--- config.mk ---
export PLATFORM = sky130hd
export DESIGN_NAME = jedro_1_imem_arbiter
export DESIGN_NICKNAME = d
export VERILOG_FILES = /design/src/rtl/jedro_1_imem_arbiter.sv
export SDC_FILE = /design/constraint.sdc
export NUM_CORES = 1
export LEC_CHECK = 0
export ABC_AREA = 1
export ABC_CLOCK_PERIOD_IN_PS = 1200
export CAP_MARGIN = 15
export CORE_ASPECT_RATIO = 1.25
export CORE_UTILIZATION = 25
export DETAILED_ROUTE_END_ITERATION = 7
export GPL_ROUTABILITY_DRIVEN = 0
export PLACE_DENSITY = 0.67
export RECOVER_POWER = 50
export SYNTH_ARGS = -nofsm -noshare
export SYNTH_HDL_FRONTEND = slang
export SYNTH_SLANG_ARGS = --single-unit
export TNS_END_PERCENT = 100
--- constraint.sdc ---
create_clock -name clk_i -period 1.2 [get_ports clk_i]
set_clock_uncertainty 0.2 [all_clocks]
set_input_delay 0.12 -clock clk_i [delete_from_list [all_inputs] [get_ports clk_i]]
set_output_delay 0.12 -clock clk_i [all_outputs]
set_load 0.03 [all_outputs]
--- src/rtl/jedro_1_imem_arbiter.sv ---
// jedro_1 instruction memory arbiter: shares the single SPROM read port between IF and LS.
// Optional IF fairness counter is compiled in with `define IMEM_ARB_FAIR_EN.
//
// owner state | meaning
// ------------+------------------------------------------------
// OWN_NONE    | no read in flight, no response this cycle
// OWN_IF      | read issued last cycle belongs to IF
// OWN_LS      | read issued last cycle belongs to LS
module jedro_1_imem_arbiter #(
  parameter int unsigned           DATA_WIDTH  = 32,
  parameter int unsigned           MAX_IF_WAIT = 4,
  parameter logic [DATA_WIDTH-1:0] BOOT_ADDR   = '0
) (
  input  logic                  clk_i,
  input  logic                  rstn_i,
  input  logic                  flush_i,
  input  logic                  if_req_i,
  input  logic [DATA_WIDTH-1:0] if_addr_i,
  output logic                  if_gnt_o,
  output logic                  if_rvalid_o,
  output logic [DATA_WIDTH-1:0] if_rdata_o,
  input  logic                  ls_req_i,
  input  logic [DATA_WIDTH-1:0] ls_addr_i,
  output logic                  ls_gnt_o,
  output logic                  ls_rvalid_o,
  output logic [DATA_WIDTH-1:0] ls_rdata_o,
  output logic [DATA_WIDTH-1:0] mem_addr_o,
  input  logic [DATA_WIDTH-1:0] mem_rdata_i
);

  typedef enum logic [1:0] {
    OWN_NONE = 2'd0,
    OWN_IF   = 2'd1,
    OWN_LS   = 2'd2
  } owner_e;

  owner_e                owner_q, owner_d;
  logic [DATA_WIDTH-1:0] addr_q;
  logic                  fair_turn;
  logic                  ls_win;
  logic                  if_win;

  if (MAX_IF_WAIT < 1 || MAX_IF_WAIT > 15) begin : g_bad_max_if_wait
    $error("jedro_1_imem_arbiter: MAX_IF_WAIT must be within 1..15");
  end

`ifdef IMEM_ARB_FAIR_EN
  logic [3:0] wait_cnt_q;

  // IF takes one cycle of priority once it has waited MAX_IF_WAIT cycles.
  assign fair_turn = if_req_i && (wait_cnt_q == 4'(MAX_IF_WAIT));

  always_ff @(posedge clk_i) begin
    if (!rstn_i) begin
      wait_cnt_q <= '0;
    end else if (!if_req_i || if_win) begin
      wait_cnt_q <= '0;
    end else begin
      wait_cnt_q <= wait_cnt_q + 4'd1;
    end
  end
`else
  assign fair_turn = 1'b0;
`endif

  // Grants are masked during reset so nothing is issued to the SPROM.
  assign ls_win   = rstn_i && ls_req_i && !fair_turn;
  assign if_win   = rstn_i && if_req_i && !ls_win;
  assign ls_gnt_o = ls_win;
  assign if_gnt_o = if_win;

  always_comb begin
    mem_addr_o = addr_q;
    if (!rstn_i) begin
      mem_addr_o = BOOT_ADDR;
    end else if (ls_win) begin
      mem_addr_o = ls_addr_i;
    end else if (if_win) begin
      mem_addr_o = if_addr_i;
    end
  end

  always_ff @(posedge clk_i) begin
    if (!rstn_i) begin
      addr_q <= BOOT_ADDR;
    end else if (ls_win || if_win) begin
      addr_q <= mem_addr_o;
    end
  end

  always_ff @(posedge clk_i) begin
    if (!rstn_i) begin
      owner_q <= OWN_NONE;
    end else begin
      owner_q <= owner_d;
    end
  end

  // A flushed IF grant still reads the SPROM but nobody owns the result.
  always_comb begin
    owner_d = OWN_NONE;
    if (ls_win) begin
      owner_d = OWN_LS;
    end else if (if_win && !flush_i) begin
      owner_d = OWN_IF;
    end
  end

  always_comb begin
    if_rvalid_o = 1'b0;
    if_rdata_o  = '0;
    ls_rvalid_o = 1'b0;
    ls_rdata_o  = '0;
    case (owner_q)
      OWN_IF: begin
        if (rstn_i && !flush_i) begin
          if_rvalid_o = 1'b1;
          if_rdata_o  = mem_rdata_i;
        end
      end
      OWN_LS: begin
        if (rstn_i) begin
          ls_rvalid_o = 1'b1;
          ls_rdata_o  = mem_rdata_i;
        end
      end
      default: ;
    endcase
  end

endmodule

# ---- Word level (Yosys, flattened, before mapping)
# Index checks and enable logic that the tools add are counted.
dict set report word_totals {
  register_bits 34
  output_inout_bits 100
}
dict set report op_classes {
  bitwise 1
  n_eq_ne 2
  muxes 13
  reduce_logical 9
}
# operator count
set ops {}
lappend ops {{$mux W32} 7}
lappend ops {{$logic_and A1 B1 Y1} 5}
lappend ops {{$mux W1} 5}
lappend ops {{$eq A2 B1 Y1 const B} 1}
lappend ops {{$eq A2 B2 Y1 const B} 1}
lappend ops {{$logic_not A1 Y1} 2}
lappend ops {{$mux W2} 1}
lappend ops {{$reduce_or A2 Y1} 1}
lappend ops {{$logic_or A1 B1 Y1} 1}
lappend ops {{$not A1 Y1} 1}

# ---- Logic depth before layout (Yosys ltp)
dict set report depth {
  word_depth 6
  ltp_mapped 9
  ltp_nobuf 6
}

# ---- Worst setup path after synthesis
# Ideal clock, no wire load.
dict set report synth_timing {
  path_kind {input port to output port}
  start {input port rstn_i}
  end {output port mem_addr_o[10]}
  slack_ns -0.495
  t_arrival_ns 1.375
  n_path_buf 1
  path_stages 5
  required_ns 0.880
  cell_sequence {buf_4 nand2_2 nor2_2 nand2_1 a21oi_1}
}
dict set report synth_between {
  elab_chain_len 6
}
# element line
set synth_rtl {}
lappend synth_rtl {{from (decl)} 15} ;# input logic rstn_i,
lappend synth_rtl {{$logic_and A1 B1 Y1} 67} ;# assign ls_win = rstn_i && ls_req_i && !fair_turn;
lappend synth_rtl {{$logic_not A1 Y1} 68} ;# assign if_win = rstn_i && if_req_i && !ls_win;
lappend synth_rtl {{$logic_and A1 B1 Y1 (*)} 68}
lappend synth_rtl {{net if_gnt_o} 19} ;# output logic if_gnt_o,
lappend synth_rtl {{$mux W32 (*)} 78} ;# end else if (if_win) begin
lappend synth_rtl {{$mux W32 (*)} 76} ;# end else if (ls_win) begin
lappend synth_rtl {{$mux W32 (*)} 74} ;# if (!rstn_i) begin
lappend synth_rtl {{to (decl)} 27} ;# output logic [DATA_WIDTH-1:0] mem_addr_o,
# The timed path passes the listed nets; every way through them passes the cells marked *.

# ---- Worst setup path after layout
dict set report layout_timing {
  start {register owner_q[0]}
  end {output port if_rdata_o[0]}
}
dict set report layout_between {
  elab_chain_len 2
}
# element line
set layout_rtl {}
lappend layout_rtl {{from (decl)} 37} ;# owner_e owner_q, owner_d;
lappend layout_rtl {{from (signal assigned)} 95} ;# owner_q <= owner_d;
lappend layout_rtl {{$eq A2 B1 Y1} 114} ;# case (owner_q)
lappend layout_rtl {{$mux W32} 114}
lappend layout_rtl {{to (decl)} 21} ;# output logic [DATA_WIDTH-1:0] if_rdata_o,
# No other way between the ends.

==> results.yml <==
clock_network:
  clock_sinks: 34
  insertion_delay_ns: 0.28
  clkTransAtPathRegs_ns: 0.06
  cts_tree: "done"
  cts_buffers: 5
  root_buffer: "clkbuf_8"
  htree_levels: 2
  clk_path_buf_depth: 2
worst_setup_path:
  worstPathRequired_ns: 0.88
  arrival_ns: 1.36
  slowest_stage: "dfxtp_2"
  end_kind: "output port"
  path_buf_inv: 3
  crit_fanout: 10
  crit_family: "buffers and inverters"
  worst-setup-path-type: "register to output port"
  cp-start-kind: "register"
  cp_cell_sequence: "inv_4, nor2_4, nand2_4, buf_12, nor2_2, buf_6"
  critPathMaxStageDelay_ns: 0.34
floorplan:
  die_x_um: 86.04
  dieArea_um2: 9211
  coreArea_um2: 8379
  row_count: 37
  num_io_pins: 201
  die_height_um: 107.1
  initial_core_util: 0.2634
synthesis:
  yosysWarnings: 0
  syn_avg_cell_area_um2: 5.688
  syn_nets: 489
  ys_seq_elements: 34
  syn_area_um2: 2207
  ys_seq_area_frac: 0.3084
  netlist_instances: 388
  synth_cell_types: 19
route:
  postRouteAntennaNets: 0
  drc: 0
  via_count: 3817
  via_per_inst: 4.748
  first_pass_iters: 4
  drtIter0Drc: 106
  drt-total-wl_mm: 13.72
  wl_per_cell_um: 17.06
final_layout:
  final_common_cell: "buf_6"
  layout_common_cells: "135 x buf_6, 88 x clkdlybuf4s50_1, 64 x nor2_4"
  drive_gt1_frac: 0.6798
  antenna_cells: 0
  area_growth_pct: 226.6
  fin_nets: 788
  instances_no_fill: 804
status:
  status: "finished, violations left"
  violations: "setup timing"
timing:
  hold_viol: 0
  finalMaxSlewViolations: 0
  setup_viol: 114
  slew_headroom: 0.8112
  grt_setup_unrepaired: "true"
  clock.fmax_mhz: 596.7
  finalWorstSetupSlack_ns: -0.4759
  fin_crit_ns: 1.676
  final.setup.tns_ns: -38.57
  fin_crit_sh: 1.397
  tightest_slew_ns: 0.2832
global_routing:
  grt_antenna_before_repair: 0
  grt_usage: 0.2801
  grt_pass1_wl_mm: 19.95
  grt_pass1_vias: 4047
  grt_overflow: 0
  grt_max_degree: 40
run:
  max_cap_violations: 0
placement:
  portBuffers: 200
  dpl.cell_count: 722
  hpwl_mm: 7.277
  post-place-ws_ns: -0.6681
power:
  power_density_nw_per_um2: 581.7
  p_leak_nw: 3.589
  power.total_w: 0.004193
  worst_ir_drop_vdd_mv: 0.5353
min_path:
  worst_hold_path_type: "input pin to register"
==> cells in the mapped netlist (all sizes together) <==
| cell | instances | share of area |
|---|---|---|
| a21boi | 2 | 0.0068 |
| inv | 86 | 0.15 |
| nand4 | 22 | 0.062 |
| nand3 | 48 | 0.11 |
| nor3 | 1 | 0.0023 |
| clkbuf | 2 | 0.0034 |
| dfxtp | 34 | 0.31 |
| o21ai | 5 | 0.011 |
| a21oi | 8 | 0.018 |
| nand2 | 79 | 0.14 |
| buf | 23 | 0.060 |
| nor2 | 78 | 0.13 |
==> registers in the layout, indices dropped and copies added (netlist names) <==
signal and cells:
addr_q 32, owner_q 2
==> per-layer routing <==
layer	part of all wire	global-route usage	up-vias
met5	0	0	-
li1	-	-	1767
met2	0.57	0.5777	192
met1	0.33	0.2656	1816
met4	0.035	0.1012	0
met3	0.064	0.05081	42
==> final timing paths <==
check	from	to	slack [ns]	cells after the start
max	owner_q[0]$_SDFF_PP0_	if_rdata_o[0]	-0.48	6
min	flush_i	owner_q[0]$_SDFF_PP0_	0.11	3
min reg2reg	addr_q[23]$_SDFFE_PN0P_	addr_q[23]$_SDFFE_PN0P_	0.39	4
max reg2reg	addr_q[8]$_SDFFE_PN0P_	addr_q[8]$_SDFFE_PN0P_	0.03	6
==> worst min-delay path: stages <==
cell and delay [ns]:
dlygate4sd2_1 0.26, buf_4 0.13, nor3_1 0.04
==> kinds of logic after synthesis <==
family                 after synthesis  synth area share
buffers and inverters              111            0.2092
AND/OR/NAND/NOR                    228            0.4461
AO/OA/AOI/OAI                       15           0.03628
flip-flops                          34            0.3084
==> report_power, final <==
part	switching, W	leakage (nW)	internal (W)
sequential	0.0000435	0.283	0.00120
combinational	0.00103	3.27	0.00108
clock	0.000444	0.0373	0.000399
total	0.00151	3.59	0.00268
==> final cells by class <==
type | instances | area (um2)
clock buffers | 6 | 72.57
flip-flops and latches | 34 | 693.2
well taps | 117 | 146.4
inverters | 86 | 351.6
multi-input cells | 243 | 2323
repair buffers | 317 | 3613
fillers | 426 | 1171
clock inverters | 1 | 7.507
==> metrics by stage <==
step,hold WS (ns),util,area [um2]
2_1_floorplan,-0.0006889,-,2833
4_1_cts,0.1178,0.8326,6977
6_report,0.1142,0.8602,7208
3_5_place_dp,0.3830,0.6009,5035
3_3_place_gp,0.3733,0.6009,5035
5_1_grt,0.1266,0.8602,7208
==> timing repair <==
item / CTS / global route
setup endpoints to repair: 132 / 115
gates cloned: 11 / 5
hold buffers: 1 / 0
buffers inserted: 101 / 21
pin swaps: 63 / 56
endpoints found under the hold margin: 1 / 0
gates resized for setup: 320 / 90
(Power assumes the default switching activity.)
==> RTL change, RTL diff (same settings) <==
`DATA_WIDTH`: 32 -> 16.
--- a/src/rtl/jedro_1_imem_arbiter.sv
+++ b/src/rtl/jedro_1_imem_arbiter.sv
@@ -9,3 +9,3 @@
 module jedro_1_imem_arbiter #(
-  parameter int unsigned           DATA_WIDTH  = 32,
+  parameter int unsigned           DATA_WIDTH  = 16,
   parameter int unsigned           MAX_IF_WAIT = 4,
Interface: changed (6 resized); port bits go from 201 to 105. No check against the original RTL was run, so the function may have changed too.
==> RTL change against the unedited design <==
The run still ends with negative setup slack left. Power fell by 52%. Design area shrank 56%. Maximum frequency increased by 9.7%. Synthesized area shrank 47%. Sequential cell count shrank 16. Setup slack gained 0.15 ns. Wire length fell by 61%. Die area down 46%. Worst hold slack got worse by 0.088 ns. Highest routed layer unchanged.
==> RTL change: results (changes against the unedited design) <==
- Status: finished, violations left
- Failing checks: negative setup slack
- Layout cells sized above 1: 0.6188 (-0.06100)
- Reg-to-Reg End: addr_q[1]
- Vias in the first global route: 1701 (-58%)
- Total sequential power: 0.655 mW (-47%)
- CTS Buffer Depth: 2 (unchanged)
- Largest net degree at the start of global routing: 18 (-55%)
- Hold_sp: if_addr_i[3]
- Launch point of the worst reg-to-reg path: addr_q[1]
- Detail Route met3 WL: 494 um (-44%)
- Port buffer count: 104 (-48%)
- Final worst slack: -0.3279 ns (+0.1480 ns)
- Area fraction in compound gates after synthesis: 0.01279 (-0.02349)
- First-pass GRT wire length: 7741 um (-61%)
- DRT Wirelength: 5376 um (-61%)
- P_leak: 1.713 nW (-52%)
- Worst R2R Setup Slack: -0.05 ns (-0.08 ns)
- Largest regs: addr_q: 16 flops, owner_q: 2 flops
- Crit path largest cell delay: 0.32 ns (-0.02 ns)
- DP HPWL: 3145 um (-57%)
- All-Layer GR Usage: 0.1971 (-0.08300)
- Wl on met1: 2046 um (-55%)
- Setup bufs post-CTS: 13 (-87%)
- Placed instance count: 380 (-47%)
- Initial antenna violation count: 1 (+1)
- Per-cell routed wire length: 13.44 um (-21%)
- XOR/XNOR Fraction of Synth Area: 0 (unchanged)
- Hold depth: 5 (+2)
- Sequential area share after synthesis: 0.3070 (-0.001354)
- Reg2Reg Depth: 7 (+1)
- Synth cell count leaders: inv_1 (47), nand2_1 (37), nor2_1 (36)
- Cts bufs inserted: 3 (-2)
- Met2 WL post-DR: 2714 um (-65%)
- Total power: 2.009 mW (-52%)
- Fin nets: 395 (-50%)
- Dpl ws: -0.6140 ns (+0.05418 ns)
- Final setup violation count: 52 (-54%)
- Placed cell area: 2517 um^2 (-50%)
- DR iter-0 viols: 61 (-42%)
- CTS resizes: 113 (-65%)
- Via density: 4.528 (-4.6%)
- Hold EP: addr_q[3]
- Distinct cells, synth: 15 (-4)
- Met3 usage: 0.05523 (+0.004424)
- Mapped Avg Cell Area: 5.781 um^2 (+1.6%)
- Clock group power: 0.503 mW (-40%)
- Global Route met2 Usage: 0.3505 (-0.2271)
- H-tree depth: 1 (-1)
- Peak supply drop: 0.0004689 V (-12%)
- Clk_lat worst skew: 0.25 ns (-0.03 ns)
- Met1 usage: 0.2172 (-0.04843)
- Worst-path maximum fanout: 8 (-2)
- DRT Pass-1 Iters: 4 (unchanged)
RTL change: changes by cell type after synthesis, moves of 10 or more:
cell     change
nand2_1     -40
dfxtp_1     -16
inv_1       -37
nand3_1     -20
buf_2       -10
nor2_1      -41
RTL change: area by class of cell:
cell class	instances	area [um^2]
timing repair buffer	144	1518
fill	306	1267
multi-input combinational	121	947.2
sequential	18	379.1
inverter	53	209.0
tap	58	72.57
clock buffer	4	55.05
timing repair inverter	1	8.758
antenna	1	2.502
RTL change: worst max-delay path by stage:
stage	cells past startpoint	end	slack (ns)	start
after detailed placement	7	mem_addr_o[11]	-0.61	rstn_i
after global routing	6	if_rdata_o[8]	-0.38	owner_q[0]
after floorplan	5	if_rdata_o[10]	-0.07	owner_q[0]
final	6	if_rdata_o[2]	-0.33	owner_q[0]
after CTS	6	if_rdata_o[11]	-0.35	owner_q[0]
after global placement	7	if_rdata_o[11]	-0.57	rstn_i
